**src/rtl/alu_arbiter_pkg.sv**
```systemverilog
// Shared definitions for the two-requester ALU arbiter: FSM states,
// requester ids and the ALU opcode map used by the execute path.
package alu_arbiter_pkg;

    typedef enum logic [1:0] {
        ST_IDLE  = 2'd0,
        ST_ISSUE = 2'd1,
        ST_RESP  = 2'd2
    } arb_state_t;

    localparam logic REQ_EXEC = 1'b0;
    localparam logic REQ_ADDR = 1'b1;

    localparam logic [2:0] ALU_ADD  = 3'b000;
    localparam logic [2:0] ALU_SUB  = 3'b001;
    localparam logic [2:0] ALU_AND  = 3'b010;
    localparam logic [2:0] ALU_OR   = 3'b011;
    localparam logic [2:0] ALU_XOR  = 3'b100;
    localparam logic [2:0] ALU_SHL  = 3'b101;
    localparam logic [2:0] ALU_SHR  = 3'b110;
    localparam logic [2:0] ALU_PASS = 3'b111;

    function automatic logic [1:0] onehot_id(input logic id);
        return id ? 2'b10 : 2'b01;
    endfunction

endpackage

```
**src/rtl/alu_arbiter_rr_arbiter2.sv**
```systemverilog
// Two-way grant logic: round-robin on last_grant or fixed priority to
// the execute stage. Grant is combinational; last_grant moves on accept.
module alu_arbiter_rr_arbiter2
    import alu_arbiter_pkg::*;
#(
    parameter bit RR_ENABLE = 1'b1
) (
    input  logic       clk,
    input  logic       rst_n,
    input  logic       enable,
    input  logic [1:0] valid,
    input  logic       update,
    output logic [1:0] grant
);

    logic       last_grant_r;
    logic [1:0] grant_s;

    // Pick at most one valid requester while the arbiter is open
    always_comb begin
        grant_s = 2'b00;
        if (enable) begin
            case (valid)
                2'b01:   grant_s = 2'b01;
                2'b10:   grant_s = 2'b10;
                2'b11: begin
                    if (RR_ENABLE) begin
                        grant_s = onehot_id(~last_grant_r);
                    end else begin
                        grant_s = onehot_id(REQ_EXEC);
                    end
                end
                default: grant_s = 2'b00;
            endcase
        end else begin
            grant_s = 2'b00;
        end
    end

    // Remember who was served last so contention alternates
    always_ff @(posedge clk or negedge rst_n) begin
        if (!rst_n) begin
            last_grant_r <= REQ_ADDR;
        end else if (update) begin
            last_grant_r <= grant_s[1];
        end
    end

    assign grant = grant_s;

endmodule

```
**src/rtl/alu_arbiter.sv**
```systemverilog
// Shares one combinational ALU between the execute stage (id 0) and the
// address/PC unit (id 1): accept, issue for one cycle, hold the response.
module alu_arbiter
    import alu_arbiter_pkg::*;
#(
    parameter int DATA_WIDTH = 8,
    parameter int OP_WIDTH   = 3,
    parameter bit RR_ENABLE  = 1'b1
) (
    input  logic                  clk,
    input  logic                  rst_n,
    input  logic                  req0_valid,
    input  logic                  req1_valid,
    output logic                  req0_ready,
    output logic                  req1_ready,
    input  logic [DATA_WIDTH-1:0] req0_op1,
    input  logic [DATA_WIDTH-1:0] req0_op2,
    input  logic [DATA_WIDTH-1:0] req1_op1,
    input  logic [DATA_WIDTH-1:0] req1_op2,
    input  logic [OP_WIDTH-1:0]   req0_op,
    input  logic [OP_WIDTH-1:0]   req1_op,
    output logic [DATA_WIDTH-1:0] alu_operand1,
    output logic [DATA_WIDTH-1:0] alu_operand2,
    output logic [OP_WIDTH-1:0]   alu_op,
    input  logic [DATA_WIDTH-1:0] alu_result,
    input  logic                  alu_zero_flag,
    input  logic                  alu_overflow_flag,
    output logic                  rsp_valid,
    input  logic                  rsp_ready,
    output logic                  rsp_id,
    output logic [DATA_WIDTH-1:0] rsp_result,
    output logic                  rsp_zero,
    output logic                  rsp_overflow,
    output logic                  busy
);

    arb_state_t            state_r;
    logic [DATA_WIDTH-1:0] op1_r;
    logic [DATA_WIDTH-1:0] op2_r;
    logic [OP_WIDTH-1:0]   aop_r;
    logic                  id_r;
    logic                  rsp_valid_r;
    logic [DATA_WIDTH-1:0] rsp_result_r;
    logic                  rsp_zero_r;
    logic                  rsp_overflow_r;

    logic                  open_s;
    logic [1:0]            grant_s;
    logic                  accept_s;
    logic                  sel_id_s;
    logic [DATA_WIDTH-1:0] sel_op1_s;
    logic [DATA_WIDTH-1:0] sel_op2_s;
    logic [OP_WIDTH-1:0]   sel_op_s;

    // rst_n gates the grant so readies read 0 for the whole reset window
    assign open_s = (state_r == ST_IDLE) && rst_n;

    alu_arbiter_rr_arbiter2 #(
        .RR_ENABLE (RR_ENABLE)
    ) u_arb (
        .clk    (clk),
        .rst_n  (rst_n),
        .enable (open_s),
        .valid  ({req1_valid, req0_valid}),
        .update (accept_s),
        .grant  (grant_s)
    );

    // A grant is only ever given to a valid requester, so any grant is an accept
    assign accept_s = |grant_s;

    // Route the granted requester's payload toward the drive registers
    always_comb begin
        sel_id_s = grant_s[1];
        if (grant_s[1]) begin
            sel_op1_s = req1_op1;
            sel_op2_s = req1_op2;
            sel_op_s  = req1_op;
        end else begin
            sel_op1_s = req0_op1;
            sel_op2_s = req0_op2;
            sel_op_s  = req0_op;
        end
    end

    // Accept, issue and response-hold sequencing
    always_ff @(posedge clk or negedge rst_n) begin
        if (!rst_n) begin
            state_r        <= ST_IDLE;
            op1_r          <= {DATA_WIDTH{1'b0}};
            op2_r          <= {DATA_WIDTH{1'b0}};
            aop_r          <= {OP_WIDTH{1'b0}};
            id_r           <= 1'b0;
            rsp_valid_r    <= 1'b0;
            rsp_result_r   <= {DATA_WIDTH{1'b0}};
            rsp_zero_r     <= 1'b0;
            rsp_overflow_r <= 1'b0;
        end else begin
            case (state_r)
                ST_IDLE: begin
                    if (accept_s) begin
                        op1_r   <= sel_op1_s;
                        op2_r   <= sel_op2_s;
                        aop_r   <= sel_op_s;
                        id_r    <= sel_id_s;
                        state_r <= ST_ISSUE;
                    end
                end
                ST_ISSUE: begin
                    rsp_result_r   <= alu_result;
                    rsp_zero_r     <= alu_zero_flag;
                    rsp_overflow_r <= alu_overflow_flag;
                    rsp_valid_r    <= 1'b1;
                    state_r        <= ST_RESP;
                end
                ST_RESP: begin
                    if (rsp_ready) begin
                        rsp_valid_r <= 1'b0;
                        state_r     <= ST_IDLE;
                    end
                end
                default: begin
                    rsp_valid_r <= 1'b0;
                    state_r     <= ST_IDLE;
                end
            endcase
        end
    end

    assign req0_ready   = grant_s[0];
    assign req1_ready   = grant_s[1];
    assign alu_operand1 = op1_r;
    assign alu_operand2 = op2_r;
    assign alu_op       = aop_r;
    assign rsp_valid    = rsp_valid_r;
    assign rsp_id       = id_r;
    assign rsp_result   = rsp_result_r;
    assign rsp_zero     = rsp_zero_r;
    assign rsp_overflow = rsp_overflow_r;
    assign busy         = (state_r != ST_IDLE);

endmodule

```
**config.mk**
```make
export PLATFORM = sky130hd
export DESIGN_NAME = alu_arbiter
export DESIGN_NICKNAME = d
export VERILOG_FILES = /design/src/rtl/alu_arbiter_pkg.sv /design/src/rtl/alu_arbiter_rr_arbiter2.sv /design/src/rtl/alu_arbiter.sv
export SDC_FILE = /design/constraint.sdc
export NUM_CORES = 1
export LEC_CHECK = 0
export ABC_AREA = 0
export BUFFER_PORTS_ARGS = -buffer_cell sky130_fd_sc_hd__buf_2
export CORE_MARGIN = 5
export CORE_UTILIZATION = 25
export CTS_CLUSTER_SIZE = 10
export DETAILED_ROUTE_END_ITERATION = 8
export PLACE_DENSITY = 0.46
export RECOVER_POWER = 100
export SLEW_MARGIN = 20
export SYNTH_ARGS = -nofsm -noshare
export SYNTH_HDL_FRONTEND = slang
export SYNTH_HIERARCHICAL = 1
export SYNTH_SLANG_ARGS = --single-unit
export TNS_END_PERCENT = 100
```
**constraint.sdc**
```tcl
create_clock -name clk -period 2.35 [get_ports clk]
set_input_delay 0.235 -clock clk [delete_from_list [all_inputs] [get_ports clk]]
set_output_delay 0.235 -clock clk [all_outputs]
set_load 0.1 [all_outputs]
```
======== Word-level counts from Yosys, hierarchy flattened ========
Cells that the tools add are included.
cells by class
  equality and inequality tests ........... 7
  bitwise logic cells ..................... 1
  reductions and logical operators ........ 7
  multiplexer cells ....................... 11
operator list
  cell                                                                    number
  8-bit 2-to-1 mux                                                        2
  2-bit one-hot mux with 3 select lines                                   2
  2-bit 2-to-1 mux                                                        4
  2-bit equality test (second input constant)                             3
  2-bit AND reduction                                                     3
  2-bit by 1-bit equality test with 1-bit output (second input constant)  2
  2-bit inequality test (second input constant)                           2
  3-bit 2-to-1 mux                                                        1
  1-bit one-hot mux with 3 select lines                                   1
  2-bit zero test                                                         1
  2-bit nonzero test                                                      1
  2-bit OR reduction                                                      1
  1-bit logical AND                                                       1
  1-bit 2-to-1 mux                                                        1
  1-bit inverter                                                          1
word-level totals
  output and inout port bits .............. 34
  logic and storage cells ................. 36
  input bits .............................. 53
  register bits after elaboration ......... 34

======== Longest topological paths before layout ========
  depth in word-level cells ............... 6
  depth in mapped cells ................... 9
  gate-level depth less buffers ........... 7

======== Hierarchy ========
Netlist, hierarchy kept.
modules (own cells, without submodules)
  module                   sequential area each (um^2)  cells each  times used  area an instance (um^2)
  alu_arbiter              825.8                        121         1           1569.0
  alu_arbiter_rr_arbiter2  26.3                         8           1           66.3

======== Worst setup path after synthesis ========
Ideal clock, no wire load.
  path kind ............................... reg-to-reg
  from .................................... reg state_r[0]
  to ...................................... reg u_arb.last_grant_r
  required time ........................... 2271 ps
  library setup time ...................... 79 ps
  cell stages (with the launch flop) ...... 10
  data arrival time ....................... 3231 ps
  path buffers ............................ 2
  setup slack ............................. -959 ps
  clock period less this slack ............ 3309 ps
  cells stage by stage .................... dfrtp_1 -> nor2_2 -> buf_2 -> and2_1 -> nand2_1 -> a21oi_1 -> or2_1 -> buf_2 -> nor2b_1 -> a41o_1
between the ends
  word-level cells in the longest chain between the ends .. 4
ends and longest elaborated chain
  what                    RTL line                       text
  start, declared         alu_arbiter.sv:37              arb_state_t state_r;
  start signal, assigned  alu_arbiter.sv:89              state_r <= ST_IDLE;
  start signal, assigned  alu_arbiter.sv:106             state_r <= ST_ISSUE;
  start signal, assigned  alu_arbiter.sv:114             state_r <= ST_RESP;
  2-bit zero test         alu_arbiter.sv:56              assign open_s = (state_r == ST_IDLE) && rst_n;
  1-bit logical AND       alu_arbiter.sv:56
  via open_s              alu_arbiter.sv:47              logic open_s;
  2-bit 2-to-1 mux        alu_arbiter_rr_arbiter2.sv:22  if (enable) begin
  via req0_ready          alu_arbiter.sv:14              output logic req0_ready,
  2-bit OR reduction      alu_arbiter.sv:70              assign accept_s = |grant_s;
  via accept_s            alu_arbiter.sv:49              logic accept_s;
  end signal, assigned    alu_arbiter_rr_arbiter2.sv:45  last_grant_r <= grant_s[1];
  end, declared           alu_arbiter_rr_arbiter2.sv:16  logic last_grant_r;
The timed path passes the listed nets, and every way through them passes these cells.
A chain may end at the register's enable or synchronous reset.

======== Worst setup path in the final report ========
  from .................................... reg state_r[0]
  to ...................................... out req0_ready
between the ends
  word-level cells in the longest chain between the ends .. 3
ends and longest elaborated chain
  what               RTL line
  2-bit zero test    alu_arbiter.sv:56
  1-bit logical AND  alu_arbiter.sv:56
  via open_s         alu_arbiter.sv:47
  2-bit 2-to-1 mux   alu_arbiter_rr_arbiter2.sv:22
  end, declared      alu_arbiter.sv:14
The timed path passes the listed nets, and every way through them passes these cells.

==> impl_metrics.py <==
metrics = {
    "global_route": {
        "vias_in_the_first_global_route": 1409,
        "grt_util_all_layers_pct": 10.86,
        "overflow": 0,
        "initial_antenna_violation_count": 0,
        "grt_first_pass_wirelength_um": 7203,
        "grt_start_max_net_pins": 35,
    },
    "synth": {
        "cells_after_synthesis": 129,
        "yosys.cell_count.top_type": "dfrtp_1",
        "synth_top_area_cell": "dfrtp_1",
        "ys_dominant_reg_cell": "dfrtp_1",
        "synth_enable_flop_cells": 0,
        "synth_largest_type_area_fraction_pct": 50.50,
        "synth_area_per_cell_um2": 12.68,
        "ys_seq_area_share_pct": 52.10,
        "net_count_synth": 182,
        "post_synth_num_cell_types": 25,
        "ys_top_cells_by_count": "dfrtp_1 (33), a21oi_1 (20), a21oi_2 (19), mux2i_1 (19), mux2_4 (9)",
        "synth-warning-count": 6,
        "synth_top_cells_by_area": "dfrtp_1 (50%), mux2i_1 (12%), a21oi_2 (10%), mux2_4 (8.3%), a21oi_1 (6.1%)",
        "syn_area_mm2": 0.001635,
        "asyncSetResetFlopFracSynth_pct": 100.0,
        "yosys_register_bits": 34,
    },
    "sta": {
        "tns_ns": 0,
        "maxSlewHeadroom_pct": -29.03,
        "setup_slack_ns": 0.2809,
        "unrepaired_setup_endpoints_after_global_routing": "false",
        "clock.fmax_mhz": 483.3,
        "layout_worst_path_cycle_share_pct": 88.05,
        "report.final.hold_viol_count": 0,
        "post-route-min-period_ns": 2.069,
        "finalClockSkew_ns": 0.004193,
        "timing.final.max_slew_violations": 35,
        "final.hold.worst_slack_ns": 0.1684,
        "worst_slew_pin_slew_ns": 1.935,
        "number_of_setup_violations_in_the_final_report": 0,
    },
    "clock_tree": {
        "post_cts_resize_count": 0,
        "cts_htree_levels": 2,
        "cts.path.max_buffers": 2,
        "number_of_hold_repair_buffers_added_at_the_cts_stage": 0,
        "cts_setup_buffers": 0,
        "ctsRootBufferMaster": "clkbuf_8",
        "cts.sink_count": 34,
        "tritoncts.num_buffers": 5,
        "cts.clk_slew.worst_paths_ns": 0.07,
        "clkLatencyLatePin_ns": 0.28,
        "cts_tree": "done",
    },
    "placed_design": {
        "preCtsSetupSlack_ns": 0.4997,
        "placement.io_buffers": 86,
        "detailedPlacementHpwl_um": 3267,
        "routabilityCongestion": 0.6805,
    },
    "detailed_routing": {
        "detailed_routing_iteration_count_for_the_pre_antenna_repair_pass": 4,
        "totalWireLength_um": 4564,
        "wire_per_inst_um": 15.42,
        "drc_markers": 0,
        "vias": 1322,
        "drt_first_iter_violations": 12,
        "via_per_inst": 4.466,
        "drtAntennaViolNets": 0,
    },
    "job": {
        "max_cap_violations": 1,
    },
    "run_status": {
        "violations_in_the_final_reports": "max-capacitance violations, max-slew violations",
        "status": "finished with violations",
    },
    "hold_path": {
        "min_from": "alu_overflow_flag",
        "hold_class": "input port to flip-flop",
    },
    "floorplanning": {
        "die_h_um": 90.88,
        "core_area_mm2": 0.006350,
        "starting_utilization_of_the_core_area_pct": 25.75,
        "placementRows": 29,
        "io-pin-count": 87,
        "design.die.area_mm2": 0.008259,
        "die_w_um": 90.88,
    },
    "setup_path": {
        "crit_path_start": "state_r[0]$_DFFE_PN0P_",
        "timing.critical_path.slowest_cell_delay_ns": 0.52,
        "critPathMaxFanout": 5,
        "worstSetupStartpointType": "flip-flop",
        "crit_end_category": "output port",
        "cp.required_ns": 2.12,
        "r2r-start": "state_r[0]$_DFFE_PN0P_",
        "crit_path_cell_trace": "nor2_2 > and2_1 > nand2_1 > a21oi_1 > clkbuf_2",
        "critical_path.slowest_cell": "clkbuf_2",
        "cp.arrival_ns": 1.83,
        "path_buf_inv": 1,
        "critical_path.top_delay_family": "buffers and inverters",
        "setup.worst_path.class": "flip-flop to output port",
    },
    "finish": {
        "post_route_cells_drive_above_1_share_pct": 35.62,
        "syn2layout_area_growth_pct": 28.31,
        "finalNetCount": 271,
        "number_of_antenna_cells_inserted": 0,
    },
}
worst register-to-register path, delay by kind of cell, from the launching register on:
kind,cells,cell delay [ns]
and+or+nand+nor,5,0.96
DFF,1,0.42
AOI/OAI and AO/OA,2,0.37
path summary, 6_finish.rpt:
kind,slack (ns),endpoint,depth (start not counted)
worst max-delay path,0.28,req0_ready,5
worst min-delay path,0.17,rsp_overflow$_DFFE_PN0P_,2
worst max register to register,0.48,alu_op[0]$_DFFE_PN0P_,7
worst min register to register,0.49,rsp_valid$_DFFE_PN0P_,1
max in group asynchronous,0.61,state_r[0]$_DFFE_PN0P_,2
min in group asynchronous,0.63,alu_operand1[6]$_DFFE_PN0P_,2
metrics by stage:
stage | util, % | std cells | cell area (um^2)
3_3_place_gp | 34.29 | 288 | 2177
6_report | 33.04 | 296 | 2098
3_5_place_dp | 34.29 | 288 | 2177
2_1_floorplan | - | 129 | 1647
5_1_grt | 33.04 | 296 | 2098
4_1_cts | 35.72 | 296 | 2268
placed cells by master (no fill, tap or decap):
cell / netlist / final
a21o_1: 1 / 1
a21oi_1: 20 / 36
a21oi_2: 19 / 3
a22o_1: 1 / 1
a41o_1: 1 / 1
and2_1: 1 / 1
and2_4: 1 / 1
and3_2: 1 / 1
buf_12: 0 / 1
buf_2: 6 / 52
buf_4: 0 / 3
clkbuf_1: 0 / 34
clkbuf_2: 0 / 2
clkbuf_8: 0 / 6
clkinv_2: 0 / 1
dfrtp_1: 33 / 33
dfstp_2: 1 / 1
inv_1: 1 / 1
inv_2: 1 / 1
mux2_1: 1 / 5
mux2_2: 0 / 4
mux2_4: 9 / 1
mux2i_1: 19 / 19
nand2_1: 3 / 3
nor2_1: 1 / 1
nor2_2: 1 / 1
nor2b_1: 1 / 2
o21a_1: 1 / 1
o21ai_0: 1 / 1
or2_0: 0 / 1
flip-flops by register name (all words and copies together) (netlist names):
signal and cells:
alu_op 3, alu_operand1 8, alu_operand2 8, rsp_id 1, rsp_overflow 1, rsp_result 8, rsp_valid 1, rsp_zero 1
state_r 2, u_arb/last_grant_r 1
layout make-up:
class,count,area [um^2]
fill,682,4252
sequential,34,852.1
multi-input combinational,84,614.3
timing repair buffer,91,436.7
tap,77,96.34
clock buffer,7,86.33
inverter,2,7.507
clock inverter,1,5.005
kinds of logic after synthesis:
group           count (synthesis)  share of synthesized area [%]
compound gates                 44                          18.67
flops                          34                          52.10
mux                            29                          20.58
simple gates                   11                          4.285
buf+inv                        11                          4.361
per-layer routing:
metal	GRT usage (%)	vias to the layer above	share of wire (%)
met5	0	-	0
met1	14.20	630	45
met2	15.80	51	45
met3	5.000	2	9.0
met4	3.667	0	0.57
li1	-	639	-
Power is left out: the tool's default activity adds up to more than one toggle a clock period on the data nets, which glitch-free logic cannot reach.
